**config.mk**
```make
export PLATFORM = sky130hd
export DESIGN_NAME = seven_seg_ctrl_flat
export DESIGN_NICKNAME = d
export VERILOG_FILES = /design/src/rtl/seven_seg_ctrl_if.sv /design/src/rtl/seven_seg_ctrl.sv /design/src/flat_wrapper.sv
export SDC_FILE = /design/constraint.sdc
export NUM_CORES = 1
export LEC_CHECK = 0
export ABC_AREA = 1
export BUFFER_PORTS_ARGS = -buffer_cell sky130_fd_sc_hd__buf_2
export CAP_MARGIN = 30
export CORE_AREA = 3 3 118 120
export DETAILED_ROUTE_END_ITERATION = 7
export DIE_AREA = 0 0 121 123
export PLACE_DENSITY_LB_ADDON = 0.05
export SLEW_MARGIN = 20
export SYNTH_ARGS = -nofsm -noshare
export SYNTH_HDL_FRONTEND = slang
export SYNTH_SLANG_ARGS = --single-unit
```
**constraint.sdc**
```tcl
create_clock -name clk_i -period 1.6 [get_ports clk_i]
set_input_delay 0.16 -clock clk_i [delete_from_list [all_inputs] [get_ports clk_i]]
set_output_delay 0.16 -clock clk_i [all_outputs]
set_load 0.05 [all_outputs]
```
**src/rtl/seven_seg_ctrl_if.sv**
```systemverilog
// Write/load bus and display outputs of the seven-segment controller.
// The controller drives slave-side outputs; the peripheral side uses master.
interface seven_seg_ctrl_if #(
  parameter int unsigned NUM_DIGITS = 8
);
  localparam int unsigned AW = (NUM_DIGITS > 1) ? $clog2(NUM_DIGITS) : 1;

  logic                      wr_en_i;
  logic [AW-1:0]             wr_addr_i;
  logic [7:0]                wr_data_i;
  logic                      ld_i;
  logic [4*NUM_DIGITS-1:0]   ld_value_i;
  logic [7*NUM_DIGITS-1:0]   hex_o;
  logic                      blink_phase_o;

  modport master (
    output wr_en_i, wr_addr_i, wr_data_i, ld_i, ld_value_i,
    input  hex_o, blink_phase_o
  );

  modport slave (
    input  wr_en_i, wr_addr_i, wr_data_i, ld_i, ld_value_i,
    output hex_o, blink_phase_o
  );
endinterface

```
**src/rtl/seven_seg_ctrl.sv**
```systemverilog
// Registered seven-segment display controller with per-digit value/blank/blink
// register file, full hex decode and a free-running blink prescaler.
// Optional macro SEVEN_SEG_LZB_EN adds leading-zero blanking at the decode stage.
module seven_seg_ctrl #(
  parameter int unsigned NUM_DIGITS = 8,
  parameter int unsigned BLINK_DIV  = 25_000_000
) (
  input logic             clk_i,
  input logic             rst_ni,
  seven_seg_ctrl_if.slave bus
);
  localparam int unsigned AW = (NUM_DIGITS > 1) ? $clog2(NUM_DIGITS) : 1;
  localparam int unsigned CW = $clog2(BLINK_DIV);
  localparam logic [CW-1:0] CntMax = CW'(BLINK_DIV - 1);

  logic [NUM_DIGITS-1:0][3:0] val_q, val_d;
  logic [NUM_DIGITS-1:0]      blank_q, blank_d;
  logic [NUM_DIGITS-1:0]      blink_q, blink_d;
  logic [CW-1:0]              cnt_q, cnt_d;
  logic                       phase_q, phase_d;
  logic [NUM_DIGITS-1:0][6:0] hex_q, hex_d;
  logic [NUM_DIGITS-1:0]      supp;

  logic unused_wr_data;
  assign unused_wr_data = ^bus.wr_data_i[7:6];

  function automatic logic [6:0] seg_decode(input logic [3:0] v);
    logic [6:0] s;
    case (v)
      4'h0: s = 7'h40;
      4'h1: s = 7'h79;
      4'h2: s = 7'h24;
      4'h3: s = 7'h30;
      4'h4: s = 7'h19;
      4'h5: s = 7'h12;
      4'h6: s = 7'h02;
      4'h7: s = 7'h78;
      4'h8: s = 7'h00;
      4'h9: s = 7'h10;
      4'hA: s = 7'h08;
      4'hB: s = 7'h03;
      4'hC: s = 7'h46;
      4'hD: s = 7'h21;
      4'hE: s = 7'h06;
      default: s = 7'h0E;
    endcase
    return s;
  endfunction

  // Register file next state: bulk load first, then a single write overrides its digit.
  always_comb begin
    val_d   = val_q;
    blank_d = blank_q;
    blink_d = blink_q;
    if (bus.ld_i) begin
      val_d   = bus.ld_value_i;
      blank_d = '0;
      blink_d = '0;
    end
    if (bus.wr_en_i) begin
      // Out-of-range addresses match no digit and are dropped.
      for (int unsigned k = 0; k < NUM_DIGITS; k++) begin
        if (bus.wr_addr_i == AW'(k)) begin
          val_d[k]   = bus.wr_data_i[3:0];
          blank_d[k] = bus.wr_data_i[4];
          blink_d[k] = bus.wr_data_i[5];
        end
      end
    end
  end

  // Blink prescaler: wraps at BLINK_DIV-1 and flips the phase on each wrap.
  always_comb begin
    cnt_d   = cnt_q + 1'b1;
    phase_d = phase_q;
    if (cnt_q == CntMax) begin
      cnt_d   = '0;
      phase_d = ~phase_q;
    end
  end

`ifdef SEVEN_SEG_LZB_EN
  // Leading-zero suppression scanned from the top digit; digit 0 always shows.
  always_comb begin
    logic lead;
    lead = 1'b1;
    supp = '0;
    for (int k = NUM_DIGITS - 1; k >= 0; k--) begin
      if ((val_q[k] != 4'd0) || blank_q[k]) lead = 1'b0;
      supp[k] = lead && (k != 0);
    end
  end
`else
  assign supp = '0;
`endif

  // Per-digit segment pattern: blank, then blink-off phase, then decoded value.
  always_comb begin
    hex_d = '0;
    for (int unsigned k = 0; k < NUM_DIGITS; k++) begin
      if (blank_q[k] || (blink_q[k] && !phase_q) || supp[k]) begin
        hex_d[k] = 7'h7F;
      end else begin
        hex_d[k] = seg_decode(val_q[k]);
      end
    end
  end

  // State and output registers.
  always_ff @(posedge clk_i or negedge rst_ni) begin
    if (!rst_ni) begin
      val_q   <= '0;
      blank_q <= '1;
      blink_q <= '0;
      cnt_q   <= '0;
      phase_q <= 1'b1;
      hex_q   <= {NUM_DIGITS{7'h7F}};
    end else begin
      val_q   <= val_d;
      blank_q <= blank_d;
      blink_q <= blink_d;
      cnt_q   <= cnt_d;
      phase_q <= phase_d;
      hex_q   <= hex_d;
    end
  end

  assign bus.hex_o         = hex_q;
  assign bus.blink_phase_o = phase_q;

endmodule

```
**src/flat_wrapper.sv**
```systemverilog
// flat-port wrapper written by rule: the top's interface ports become plain ports
module seven_seg_ctrl_flat 
#(
  parameter int unsigned NUM_DIGITS = 8,
  parameter int unsigned BLINK_DIV  = 25_000_000
)
  (clk_i, rst_ni, bus_wr_en_i, bus_wr_addr_i, bus_wr_data_i, bus_ld_i, bus_ld_value_i, bus_hex_o, bus_blink_phase_o);
  seven_seg_ctrl_if #(.NUM_DIGITS(NUM_DIGITS)) bus_i ();
  input logic clk_i;
  input logic rst_ni;
  input wire logic [$bits(bus_i.wr_en_i)-1:0] bus_wr_en_i;
  input wire logic [$bits(bus_i.wr_addr_i)-1:0] bus_wr_addr_i;
  input wire logic [$bits(bus_i.wr_data_i)-1:0] bus_wr_data_i;
  input wire logic [$bits(bus_i.ld_i)-1:0] bus_ld_i;
  input wire logic [$bits(bus_i.ld_value_i)-1:0] bus_ld_value_i;
  output wire logic [$bits(bus_i.hex_o)-1:0] bus_hex_o;
  output wire logic [$bits(bus_i.blink_phase_o)-1:0] bus_blink_phase_o;
  assign bus_i.wr_en_i = bus_wr_en_i;
  assign bus_i.wr_addr_i = bus_wr_addr_i;
  assign bus_i.wr_data_i = bus_wr_data_i;
  assign bus_i.ld_i = bus_ld_i;
  assign bus_i.ld_value_i = bus_ld_value_i;
  assign bus_hex_o = bus_i.hex_o;
  assign bus_blink_phase_o = bus_i.blink_phase_o;
  seven_seg_ctrl #(.NUM_DIGITS(NUM_DIGITS), .BLINK_DIV(BLINK_DIV)) u_core (.clk_i(clk_i), .rst_ni(rst_ni), .bus(bus_i));
endmodule
```
After elaboration in Yosys (flattened, before gate mapping):

Memories as Yosys holds them, arrays and structs flattened.
Cells that the tools add are included.

* register bits: 130
* bits in read-only memories: 896
* input bits: 47
* output and inout port bits: 57
* word-level logic and storage cells: 95
* memories: 8

Memory list
* (name not given): words 16, width 7, rd ports 1, clocked after memory_dff 0, write ports 0, line seven_seg_ctrl.sv:29 `case (v)`
* (name not given): words 16, width 7, rd ports 1, clocked after memory_dff 0, write ports 0, line seven_seg_ctrl.sv:29
* (name not given): words 16, width 7, rd ports 1, clocked after memory_dff 0, write ports 0, line seven_seg_ctrl.sv:29
* (name not given): words 16, width 7, rd ports 1, clocked after memory_dff 0, write ports 0, line seven_seg_ctrl.sv:29
* (name not given): words 16, width 7, rd ports 1, clocked after memory_dff 0, write ports 0, line seven_seg_ctrl.sv:29
* (name not given): words 16, width 7, rd ports 1, clocked after memory_dff 0, write ports 0, line seven_seg_ctrl.sv:29
* +2 memories

* $add $sub $neg: 1
* equality and inequality tests: 8
* mux-type cells: 39
* bitwise operators: 1
* reductions and logical operators: 18

Operators by type and width (count)
* $mux W32: 2
* $mux W7: 8
* $mux W4: 8
* $mux W8: 4
* $add A25 B1 Y25 const B: 1
* $eq A25 B25 Y1 const B: 1
* $mux W25: 1
* $mux W1: 16
* $eq A3 B3 Y1 const B: 4
* $logic_and A1 B1 Y1: 8
* $logic_or A1 B1 Y1: 8
* $eq A3 B2 Y1 const B: 2
* $eq A3 B1 Y1 const B: 1
* $logic_not A3 Y1: 1
* $logic_not A1 Y1: 1
* $not A1 Y1: 1

Depth between registers and ports, before layout:

* depth after elaboration: 4
* depth in mapped cells: 8

Worst setup path after synthesis:

No wires, ideal clock.

* kind: reg-to-reg
* start: register u_core.phase_q, in the netlist u_core.bus.blink_phase_o
* end: register u_core.hex_q (netlist bit u_core.bus.hex_o[16])
* setup time: 0.111 ns
* data arrival time: 1.312 ns
* required time: 1.489 ns
* path slack: 0.177 ns
* cell stages (with the launch flop): 4
* path through: dfstp_2 inv_2 a21oi_1 o311ai_0

RTL lines
* start: declaration: line seven_seg_ctrl.sv:20 `logic phase_q, phase_d;`
* start signal: assignment: line seven_seg_ctrl.sv:123 `phase_q <= phase_d;`
* end signal: assignment: line seven_seg_ctrl.sv:117 `hex_q <= {NUM_DIGITS{7'h7F}};`
* end: declaration: line seven_seg_ctrl.sv:21 `logic [NUM_DIGITS-1:0][6:0] hex_q, hex_d;`

Worst setup path after layout:

* start: register u_core.cnt_q[0]
* end: register u_core.cnt_q[16]

* cells in the longest elaborated chain, start to end: 2

Ends and longest elaborated chain
* start: declaration: line seven_seg_ctrl.sv:19 `logic [CW-1:0] cnt_q, cnt_d;`
* start signal: assignment: line seven_seg_ctrl.sv:122 `cnt_q <= cnt_d;`
* $add A25 B1 Y25 or $eq A25 B25 Y1 (tied branches): line seven_seg_ctrl.sv:74, seven_seg_ctrl.sv:76
* $mux W25 (*): line seven_seg_ctrl.sv:76 `if (cnt_q == CntMax) begin`
* via u_core.cnt_d[16]: line seven_seg_ctrl.sv:19

Mark *: on every way through the listed nets, which the timed path passes. The rest lies on a longest branch.
A chain may end at the register's enable or synchronous reset.

==> flow_metrics.env <==
export IMPL_antenna_left=0
export IMPL_status="finished clean"
export IMPL_die_x_um=121
export IMPL_yosysSeqAreaShare=0.467
export IMPL_hp_start="bus_ld_value_i[21]"
export IMPL_pwr_share_clk=0.346
export IMPL_p_sw_mw=3.43
export IMPL_period_minus_slack_ps=1480
export IMPL_dieArea_um2=14900
export IMPL_finalCritPeriodShare=0.925
export IMPL_required_ps=1890
export IMPL_start_util=0.546
export IMPL_r2r_slack_ps=120
export IMPL_fillerInstances=1075
export IMPL_leakagePower_nw=4.09
export IMPL_min_path_type="input pin to register"
export IMPL_grt_ovfl_total=0
export IMPL_routed_via_density=5.34
export IMPL_synth_area_um2=7140
export IMPL_syn_inst=852
export IMPL_setup_viol=0
export IMPL_switching_share=0.340
export IMPL_ys_warn_count=0
export IMPL_worst_slew_pin_slew_ps=516
export IMPL_nets=1059
export IMPL_ioPinCount=104
export IMPL_ys_top_cells_by_area="dfstp_2, dfrtp_1, nand2_1, ha_1, o21ai_0"
export IMPL_combPwrFrac=0.248
export IMPL_reg2reg_depth=6
export IMPL_final_hold_viol_count=0
export IMPL_hpwl_um=12000
export IMPL_root_buffer="clkbuf_16"
export IMPL_grt_pass1_wl_um=27200
export IMPL_drt_iter0_drc=478
export IMPL_gp_congestion=0.886
export IMPL_antenna_found_initial=0
export IMPL_num_rows=42
export IMPL_crit_type="register to register"
export IMPL_routed_wl_um=16300
export IMPL_clkSinkCount=130
export IMPL_grt_max_degree=40
export IMPL_drv_cap=0
export IMPL_insertion_delay_ps=420
export IMPL_fmax_ghz=0.676
export IMPL_io_buffer_count=101
export IMPL_max_vdd_ir_drop_uv=865
export IMPL_holdPathStages=5
export IMPL_holdPathEnd="u_core.val_q[21]"
export IMPL_grt_use_total=0.229
export IMPL_rsz0062_at_grt="no"
export IMPL_cp_start_kind="register"
export IMPL_cts_clk_slew_worst_paths_ps=60
export IMPL_syn_area_per_cell_um2=8.38
export IMPL_path_max_fanout=9
export IMPL_cts_buffers=17
export IMPL_powerDensity_nw_per_um2=1190
export IMPL_dr_pass1_iters=5
export IMPL_rr_startpoint="u_core.cnt_q[0]"
export IMPL_r2r_end="u_core.cnt_q[16]"
export IMPL_grt_pass1_vias=5838
export IMPL_critPathCaptureType="register"
export IMPL_slew_headroom=0.656
export IMPL_vias=6161
export IMPL_dieHeight_um=123
export IMPL_internal_power_mw=6.67
export IMPL_finalPower_mw=10.1
export IMPL_wl_per_cell_um=14.2
export IMPL_synth_fp_nets=948
export IMPL_arrival_ps=1770
export IMPL_fp_coreArea_um2=13100
export IMPL_htreeDepth=4
export IMPL_area_growth_pct=18.4
export IMPL_cts_path_max_buffers=2
export IMPL_fin_ws_ps=121
export IMPL_synth_cell_types=31
export IMPL_synth_seq_cells=130
export IMPL_setup_tns_ps=0
export IMPL_drv_slew=0
export IMPL_skew_ps=7.73
export IMPL_drc=0
export IMPL_dp_slack_ps=146
export IMPL_synth_top_area_cell="dfstp_2"
export IMPL_drive_above_1_share=0.234
export IMPL_pwr_share_seq=0.406
export IMPL_timing_hold_ws_ps=52.9
export IMPL_netlist_area_leader_share=0.239
export IMPL_cts_tree="done"
-- worst max-delay path, stage by stage (launching register included) --
cell     delay, ps
dfrtp_1        370
ha_1           220
nand3_1        130
nor3_1         200
nand2_1        130
nor2_4         220
nor2_1          90
-- kinds of logic after synthesis --
group | count (synthesis) | share of synthesized area
flip-flops | 130 | 0.467
buffers and inverters | 108 | 0.0580
XOR/XNOR | 11 | 0.0135
AND/OR/NAND/NOR | 374 | 0.231
adder cells (fa/ha/maj) | 49 | 0.0859
AO/OA/AOI/OAI | 180 | 0.145
-- per-stage QoR --
step                      utilization  cells  instance area, µm²
after floorplan                     -    852                7140
after global placement          0.604   1119                7900
after detailed placement        0.604   1119                7900
after CTS                       0.646   1152                8450
after global routing            0.646   1152                8450
final                           0.646   1153                8450
-- metal layers --
layer / vias to the layer above / GRT usage / wire, µm
met2: 186 / 0.369 / 7810
met3: 35 / 0.0485 / 806
met4: 0 / 0.0949 / 414
met1: 2893 / 0.302 / 7300
met5: - / 0 / 0
li1: 3047 / - / -
-- power by group through the flow --
| stage | sequential, mW | combinational (mW) | clock (mW) |
|---|---|---|---|
| after floorplan | 5.18 | 0.835 | 0 |
| after detailed placement | 4.15 | 2.50 | 0 |
| after global routing | 4.15 | 2.72 | 3.73 |
| after CTS | 4.10 | 2.51 | 3.56 |
| after global placement | 4.13 | 2.47 | 0 |
| final | 4.10 | 2.50 | 3.50 |
-- Yosys cell counts --
cell type / count
a21oi_1: 22
a21oi_2: 1
a31oi_1: 8
and2_1: 3
buf_2: 7
clkbuf_1: 18
clkinv_1: 7
dfrtp_1: 65
dfstp_2: 65
ha_1: 49
inv_1: 75
inv_2: 1
nand2_1: 214
nand2_2: 3
nand2_4: 4
nand3_1: 70
nand3b_1: 1
nand4_1: 3
nor2_1: 61
nor2_2: 1
nor2_4: 8
nor2_8: 2
nor3_1: 4
o2111ai_1: 12
o211ai_1: 23
o21ai_0: 102
o21ai_1: 6
o21bai_1: 1
o311ai_0: 2
o31ai_1: 3
xor2_1: 11
-- area by class of cell --
cell class / count / area [µm²] / area share
Inverter: 83 / 312 / 0.0369
Tap cell: 176 / 220 / 0.0260
Antenna cell: 1 / 2.50 / 0.000296
Timing Repair Buffer: 117 / 656 / 0.0775
Clock inverter: 5 / 25.0 / 0.00296
Clock buffer: 27 / 513 / 0.0607
Multi-Input combinational cell: 614 / 3390 / 0.401
Sequential cell: 130 / 3330 / 0.394
-- placed cells by master, fill, tap and decap left out, types with 11 or more instances in the layout --
master,n
a21oi_1,22
clkbuf_16,17
o21ai_0,102
o2111ai_1,12
buf_4,14
nor2_1,61
nand2_1,214
buf_2,100
dfstp_2,65
o211ai_1,23
ha_1,49
inv_1,75
nand3_1,70
xor2_1,11
dfrtp_1,65
-- how the worst max path moves through the flow --
stage / start / to / cells after the start
finish: u_core.cnt_q[0] / u_core.cnt_q[16] / 6
global route: u_core.cnt_q[0] / u_core.cnt_q[16] / 6
CTS: u_core.cnt_q[0] / u_core.cnt_q[14] / 8
detailed placement: u_core.cnt_q[0] / u_core.cnt_q[14] / 8
global placement: u_core.cnt_q[0] / u_core.cnt_q[20] / 8
floorplan: u_core.bus.blink_phase_o / u_core.bus.hex_o[16] / 3
-- what timing repair did --
action	CTS	global route
hold buffers	1	0
gates resized for setup	0	0
buffers inserted	0	0
hold endpoints to repair	16	0
-- registers in the layout, indices dropped and copies added, names as in the netlist --
name and cells:
u_core.bus.hex_o 56, u_core.val_q 32, u_core.blank_q 8, u_core.blink_q 8, u_core.bus.blink_phase_o 1, u_core.cnt_q 25
No activity file was read; power rests on OpenSTA's default activity.
